### src/rtl/rv_word_packer.sv
// Packs BYTE_WIDTH input beats into WORD_BYTES-wide words over ready-valid.
// Flush emits a partial word; unfilled lanes are zero and OUT_COUNT_O gives the beat count.
module rv_word_packer #(
  parameter int BYTE_WIDTH = 8,
  parameter int WORD_BYTES = 4,
  parameter int MSB_FIRST  = 0
) (
  input  logic                                CLK_I,
  input  logic                                RST_I,
  input  logic                                IN_VALID_I,
  output logic                                IN_READY_O,
  input  logic [BYTE_WIDTH-1:0]               IN_DATA_I,
  input  logic                                FLUSH_I,
  output logic                                OUT_VALID_O,
  input  logic                                OUT_READY_I,
  output logic [WORD_BYTES*BYTE_WIDTH-1:0]    OUT_DATA_O,
  output logic [$clog2(WORD_BYTES+1)-1:0]     OUT_COUNT_O,
  output logic                                BUSY_O
);

  localparam int WW = WORD_BYTES * BYTE_WIDTH;
  localparam int CW = $clog2(WORD_BYTES + 1);

  typedef enum logic [1:0] {
    COLLECT,
    FULL,
    FLUSHING
  } state_t;

  logic [WW-1:0] asm_q, asm_d;
  logic [CW-1:0] count_q, count_d, base_cnt;
  logic          flush_pend_q, flush_pend_d;
  logic [WW-1:0] out_q;
  logic [CW-1:0] out_count_q;
  logic          out_valid_q;

  state_t state;
  logic   slot_free;
  logic   xfer;
  logic   in_ready;
  logic   accept;

  always_comb begin
    state = COLLECT;
    if (count_q == CW'(WORD_BYTES)) begin
      state = FULL;
    end else if (flush_pend_q) begin
      state = FLUSHING;
    end

    slot_free = !out_valid_q || OUT_READY_I;
    xfer      = (state != COLLECT) && slot_free;

    // A flush boundary must stay exact, so no beat is taken while flushing.
    case (state)
      COLLECT:  in_ready = 1'b1;
      FULL:     in_ready = xfer;
      default:  in_ready = 1'b0;
    endcase

    accept   = IN_VALID_I && in_ready;
    base_cnt = xfer ? '0 : count_q;
    asm_d    = xfer ? '0 : asm_q;
    for (int k = 0; k < WORD_BYTES; k++) begin
      if (accept && (base_cnt == CW'(k))) begin
        asm_d[((MSB_FIRST != 0) ? (WORD_BYTES - 1 - k) : k) * BYTE_WIDTH +: BYTE_WIDTH] = IN_DATA_I;
      end
    end
    count_d = base_cnt + {{(CW-1){1'b0}}, accept};

    // A flush never produces an empty word and adds nothing to a completed one.
    flush_pend_d = (flush_pend_q && !xfer) ||
                   (FLUSH_I && (count_d != '0) && (count_d != CW'(WORD_BYTES)));
  end

  always_ff @(posedge CLK_I or posedge RST_I) begin
    if (RST_I) begin
      asm_q        <= '0;
      count_q      <= '0;
      flush_pend_q <= 1'b0;
      out_q        <= '0;
      out_count_q  <= '0;
      out_valid_q  <= 1'b0;
    end else begin
      asm_q        <= asm_d;
      count_q      <= count_d;
      flush_pend_q <= flush_pend_d;
      if (xfer) begin
        out_q       <= asm_q;
        out_count_q <= count_q;
        out_valid_q <= 1'b1;
      end else if (out_valid_q && OUT_READY_I) begin
        out_valid_q <= 1'b0;
      end
    end
  end

  assign IN_READY_O  = in_ready;
  assign OUT_VALID_O = out_valid_q;
  assign OUT_DATA_O  = out_q;
  assign OUT_COUNT_O = out_count_q;
  assign BUSY_O      = (count_q != '0) || flush_pend_q || out_valid_q;

endmodule

### config.mk
export PLATFORM = sky130hd
export DESIGN_NAME = rv_word_packer
export DESIGN_NICKNAME = d
export VERILOG_FILES = /design/src/rtl/rv_word_packer.sv
export SDC_FILE = /design/constraint.sdc
export NUM_CORES = 1
export LEC_CHECK = 0
export ABC_AREA = 1
export CORE_ASPECT_RATIO = 0.7
export CORE_UTILIZATION = 55
export CTS_CLUSTER_SIZE = 8
export DETAILED_ROUTE_END_ITERATION = 8
export PLACE_DENSITY_LB_ADDON = 0.15
export SETUP_SLACK_MARGIN = 0.2
export SYNTH_ARGS = -nofsm -noshare
export SYNTH_HDL_FRONTEND = slang
export SYNTH_SLANG_ARGS = --single-unit
export TNS_END_PERCENT = 10
### constraint.sdc
create_clock -name CLK_I -period 5.8 [get_ports CLK_I]
set_input_delay 0.58 -clock CLK_I [delete_from_list [all_inputs] [get_ports CLK_I]]
set_output_delay 0.58 -clock CLK_I [all_outputs]
set_load 0.005 [all_outputs]
==> results.cfg, run 1 <==
[cells_and_area]
fin_area_sq_um = 3770
fill_cells = 409
nets = 397
final_cell_mix = nand2_1, dfrtp_1, nand3_1
final_common_cell = nand2_1
diodes = 0
final_layout_size_suffix_gt1_share_pct = 9.79
synthToLayoutAreaGrowth_pct = 25.2

[floorplan]
die_h_microns = 63.9
start_util_pct = 57.3
die_area_sq_um = 5780
coreArea_sq_um = 5260
die_w_microns = 90.4
num_rows = 22
io-pin-count = 51

[setup_path]
critical_path.max_stage_delay_ps = 580
critPathArrivalTime_ps = 2850
path_max_fanout = 77
cp.buffers_inverters = 5
crit_path_start_kind = input port
critical_path_class = in2reg
path_delay_family = buffers and inverters
worstSetupEndpointType = flop
required_ps = 6010
cp_slowest_cell = buf_4
critical_path.most_common_cell = inv_1
cp_cell_sequence = clkdlybuf4s50_1, nor2_1, inv_1, nand2_2, buf_4, nand2_1, inv_1, ha_1, inv_1, nand3_1, nand3_1, nand2_1, o21ai_1

[power]
power.internal_w = 0.00114
power_frac_seq_pct = 40.6
power.leakage_nw = 2.01
p_sw_w = 0.000615
power.share.switching_pct = 35.1
power_w = 0.00175
peakVddDrop_mv = 0.280
p_clk_share_pct = 25.5
power_density_nw_per_um2 = 465
pwr-share-comb_pct = 33.9

[sta]
max_clock_freq_mhz = 380
fin_setup_tns_ps = 0
max-slew-margin-rel_pct = 41.7
finalHoldViolCount = 0
slew_violations = 0
rsz0062_at_grt = no
setup_violations = 0
setup_slack_ps = 3170
tightestPinTransition_ps = 875
finalCritPeriodShare_pct = 45.4
final.min_clock_period_ps = 2630
clock_skew_ps = 6.08

[route]
drtIter0Drc = 204
drt-pass1-iter-count = 4
wl_microns = 6150
via_per_inst = 5.04
drt-wirelength-per-cell_microns = 13.4
ant_nets = 0
drc = 0
routed-via-count = 2318

[global_route]
grt_usage_pct = 24.3
gr-total-overflow = 0
grt_pass1_wl_microns = 10800
antenna_found_initial = 0
grt_max_degree = 78
grt_pass1_vias = 2243

[job]
max_cap_viol_count = 0

[clock_tree]
cts_buffers = 9
path_clk_slew_ps = 70
cts_buffer_depth = 2
cts_tree = built
clock_sinks = 72
cts-resized-gates = 0
post_cts_buffers = 0
htree_levels = 3
hold_buffers = 0
clk_latency_ps = 340
cts_root_buf = clkbuf_8

[placed_design]
dpl-instance-area_sq_um = 3540
pre_cts_ws_ps = 2840
place_congestion = 0.861
port_buffers = 50
dpl.hpwl_microns = 3870

[logic_synthesis]
ys_ff_latch = 72
seq_area_frac_synth_pct = 59.9
synthCells = 333
synth_cell_types = 20
synth_nets = 347
syn_avg_cell_area_sq_um = 9.04
syn-cell-area_sq_um = 3010
ys_warn_count = 0

[hold_path]
hp-class = reg2reg

[outcome]
outcome = finished, final reports clean
[cells in the mapped netlist]
cell,instances,area (sq um)
nand2_1,151,567
inv_2,3,11.3
buf_6,2,22.5
o21ai_0,3,15.0
buf_2,11,55.1
a21oi_4,1,16.3
xor2_1,1,8.76
nor2_4,3,33.8
nand3_1,58,290
inv_1,9,33.8
o21ai_1,2,10.0
ha_1,1,12.5
nor2_8,1,20.0
dfrtp_1,72,1800
nand4_1,1,6.26
nand2_2,5,31.3
nand2_4,3,33.8
nand3_4,1,17.5
nor2_1,3,11.3
nor2_2,2,12.5
[sequential cells by signal (all words and copies together) (netlist names)]
register,count
flush_pend_q,1
OUT_DATA_O,32
asm_q,32
count_q,3
OUT_COUNT_O,3
OUT_VALID_O,1
[through the flow]
stage	cells	utilization (%)	hold slack [ps]
floorplan	333	-	443
global placement	444	67.3	452
detailed placement	444	67.3	456
CTS	460	71.7	469
global route	460	71.7	494
finish	460	71.7	465
[power by group through the flow]
stage	registers (W)	clock network, W	logic (W)
3_3_place_gp	0.000716	0	0.000583
2_1_floorplan	0.000713	0	0.000383
3_5_place_dp	0.000721	0	0.000594
4_1_cts	0.000712	0.000455	0.000600
6_report	0.000711	0.000448	0.000595
5_1_grt	0.000727	0.000477	0.000667
[worst register-to-register path, stage by stage (launching register included)]
cell and delay (ps):
dfrtp_1 520, nor2_2 70, nand2_1 90, nand2_2 90, nand2_2 60, buf_4 580, nand2_1 250, inv_1 110
ha_1 170, inv_1 60, nand3_1 100, nand3_1 90, nand2_1 60, o21ai_1 50
[routing by layer]
metal	track usage, %	wire length (microns)	share of wire, %
met1	34.0	3000	49
met2	37.7	2820	46
met3	6.07	255	4.1
met4	7.86	80	1.3
met5	0	0	0
[final cells by class]
cell class	count	area, sq um	share of cell area [%]
sequential	72	1800	47.8
multi-input combinational	236	1090	28.8
timing repair buffer	52	515	13.7
clock buffer	11	151	4.02
tap	72	90.1	2.39
clock inverter	5	78.8	2.09
inverter	12	45.0	1.20
[worst paths after layout]
| check | start | endpoint | slack, ps | cells past startpoint |
|---|---|---|---|---|
| max in group asynchronous | RST_I | OUT_COUNT_O[2] | 4410 | 3 |
| min | asm_q[14] | OUT_DATA_O[14] | 470 | 2 |
| min in group asynchronous | RST_I | OUT_DATA_O[11] | 820 | 3 |
| min reg2reg | asm_q[14] | OUT_DATA_O[14] | 470 | 2 |
| max | OUT_READY_I | flush_pend_q | 3170 | 13 |
| max reg2reg | count_q[1] | flush_pend_q | 3360 | 13 |
[logic make-up after synthesis]
group,Yosys count,share of synthesized area (%)
and+or+nand+nor,228,34.0
xor gates and xnor gates,1,0.291
DFF,72,59.9
AOI/OAI and AO/OA,6,1.37
adders and majority gates,1,0.416
buffers and inverters,25,4.07
Note: power is estimated with default switching activity, not from simulation.
==> run 2: changes to the inputs <==
CORE_UTILIZATION = 52   (was 55)
clock period = 2.5 ns   (was 5.8 ns; I/O delays follow)
==> run 2 against run 1 <==
Compared with the run above:
- sequential share of layout area decreased by 0.21 points
- largest cell class unchanged
- clock skew shrank 1.5 ps
- utilization down 1.5 points
- worst setup slack got worse by 2700 ps
- flip-flop and latch count is the same
- final area up 0.43%
==> results.cfg, run 2 (synthesis gave the netlist of run 1 again) <==
[sta]
setup_violations = 0
rsz0062_at_grt = no
tightestPinTransition_ps = 567
max_clock_freq_mhz = 495
clock_skew_ps = 4.62
finalHoldViolCount = 0
fin_setup_tns_ps = 0
final.min_clock_period_ps = 2020
max-slew-margin-rel_pct = 62.1
finalCritPeriodShare_pct = 80.8
setup_slack_ps = 481
slew_violations = 0

[cells_and_area]
nets = 399
final_cell_mix = nand2_1, dfrtp_1, nand3_1
diodes = 0
final_common_cell = nand2_1
synthToLayoutAreaGrowth_pct = 25.7
final_layout_size_suffix_gt1_share_pct = 10.3
fill_cells = 448

[clock_tree]
cts_buffer_depth = 2
cts_buffers = 9
cts-resized-gates = 0
cts_tree = built
hold_buffers = 0
path_clk_slew_ps = 80
clk_latency_ps = 340
post_cts_buffers = 0
htree_levels = 3
cts_root_buf = clkbuf_8
clock_sinks = 72

[route]
wl_microns = 6260
drt-pass1-iter-count = 5
drt-wirelength-per-cell_microns = 13.6
ant_nets = 0
routed-via-count = 2352
drc = 0
via_per_inst = 5.09
drtIter0Drc = 227

[power]
power_density_nw_per_um2 = 1070
peakVddDrop_mv = 0.567
power.leakage_nw = 2.01
power_w = 0.00406

[setup_path]
crit_path_start_kind = flop
cp.buffers_inverters = 2
worstSetupEndpointType = primary output
cp_cell_sequence = inv_2, nand2_1, nor2_1, nand2_1, nand2_1, clkdlybuf4s50_1
critical_path.max_stage_delay_ps = 500
critPathArrivalTime_ps = 1770
critical_path_class = reg2out
path_max_fanout = 6
critical_path.most_common_cell = nand2_1
path_delay_family = buffers and inverters
required_ps = 2250
cp_slowest_cell = dfrtp_1

[placed_design]
pre_cts_ws_ps = 494
dpl.hpwl_microns = 4250
place_congestion = 0.848
port_buffers = 50

[floorplan]
num_rows = 22
die_h_microns = 65.7
coreArea_sq_um = 5400
die_area_sq_um = 6100
io-pin-count = 51
die_w_microns = 92.9
start_util_pct = 55.8

[outcome]
outcome = finished, final reports clean

[global_route]
grt_max_degree = 47
gr-total-overflow = 0
antenna_found_initial = 0
grt_pass1_vias = 2273
grt_pass1_wl_microns = 10800
grt_usage_pct = 23.7

[hold_path]
hp-class = in2async

[job]
max_cap_viol_count = 0
## run 2: where the power goes
group	internal [W]	switching, W	leakage (nW)
clock	0.000563	0.000440	0.110
combinational	0.000585	0.000826	0.924
sequential	0.00147	0.000183	0.979
## run 2: per-layer routing
layer | share of wire [%] | global-route usage (%)
met5 | 0 | 0
met4 | 0.99 | 8.08
met3 | 6.1 | 5.90
met2 | 45 | 35.9
met1 | 48 | 33.5
## run 2: area by class of cell
type                    count  area (sq um)  share of cell area, %
repair buffers             54           543                   14.3
clock buffers               9           124                   3.27
clock inverters             7          95.1                   2.51
multi-input cells         236          1090                   28.7
well taps                  72          90.1                   2.38
flip-flops and latches     72          1800                   47.6
inverters                  12          45.0                   1.19
## run 2: metrics by stage
stage	cell area [sq um]	std cells	hold slack [ps]	util, %
after floorplan	3010	333	367	-
after global placement	3570	446	453	66.1
after detailed placement	3570	446	458	66.1
after CTS	3780	462	292	70.2
after global routing	3780	462	349	70.2
final	3780	462	282	70.2
## run 2: path summary, 6_finish.rpt
kind | start | to | slack (ps) | depth (start not counted)
worst max-delay path | count_q[1] | IN_READY_O | 480 | 6
worst min register to register | asm_q[7] | OUT_DATA_O[7] | 470 | 2
min in group CLK_I | FLUSH_I | flush_pend_q | 460 | 3
worst max register to register | count_q[1] | asm_q[2] | 570 | 10
max in group asynchronous | RST_I | OUT_DATA_O[7] | 1590 | 3
worst min-delay path | RST_I | OUT_DATA_O[17] | 280 | 2
## run 2: worst register-to-register path, stage by stage (launching register included)
cell,delay (ps)
dfrtp_1,500
nor2_2,150
nand2_1,90
nand2_2,120
nand2_2,110
buf_4,220
o21ai_1,140
nand2_1,90
nor2_2,270
nand2_1,100
nand2_1,90
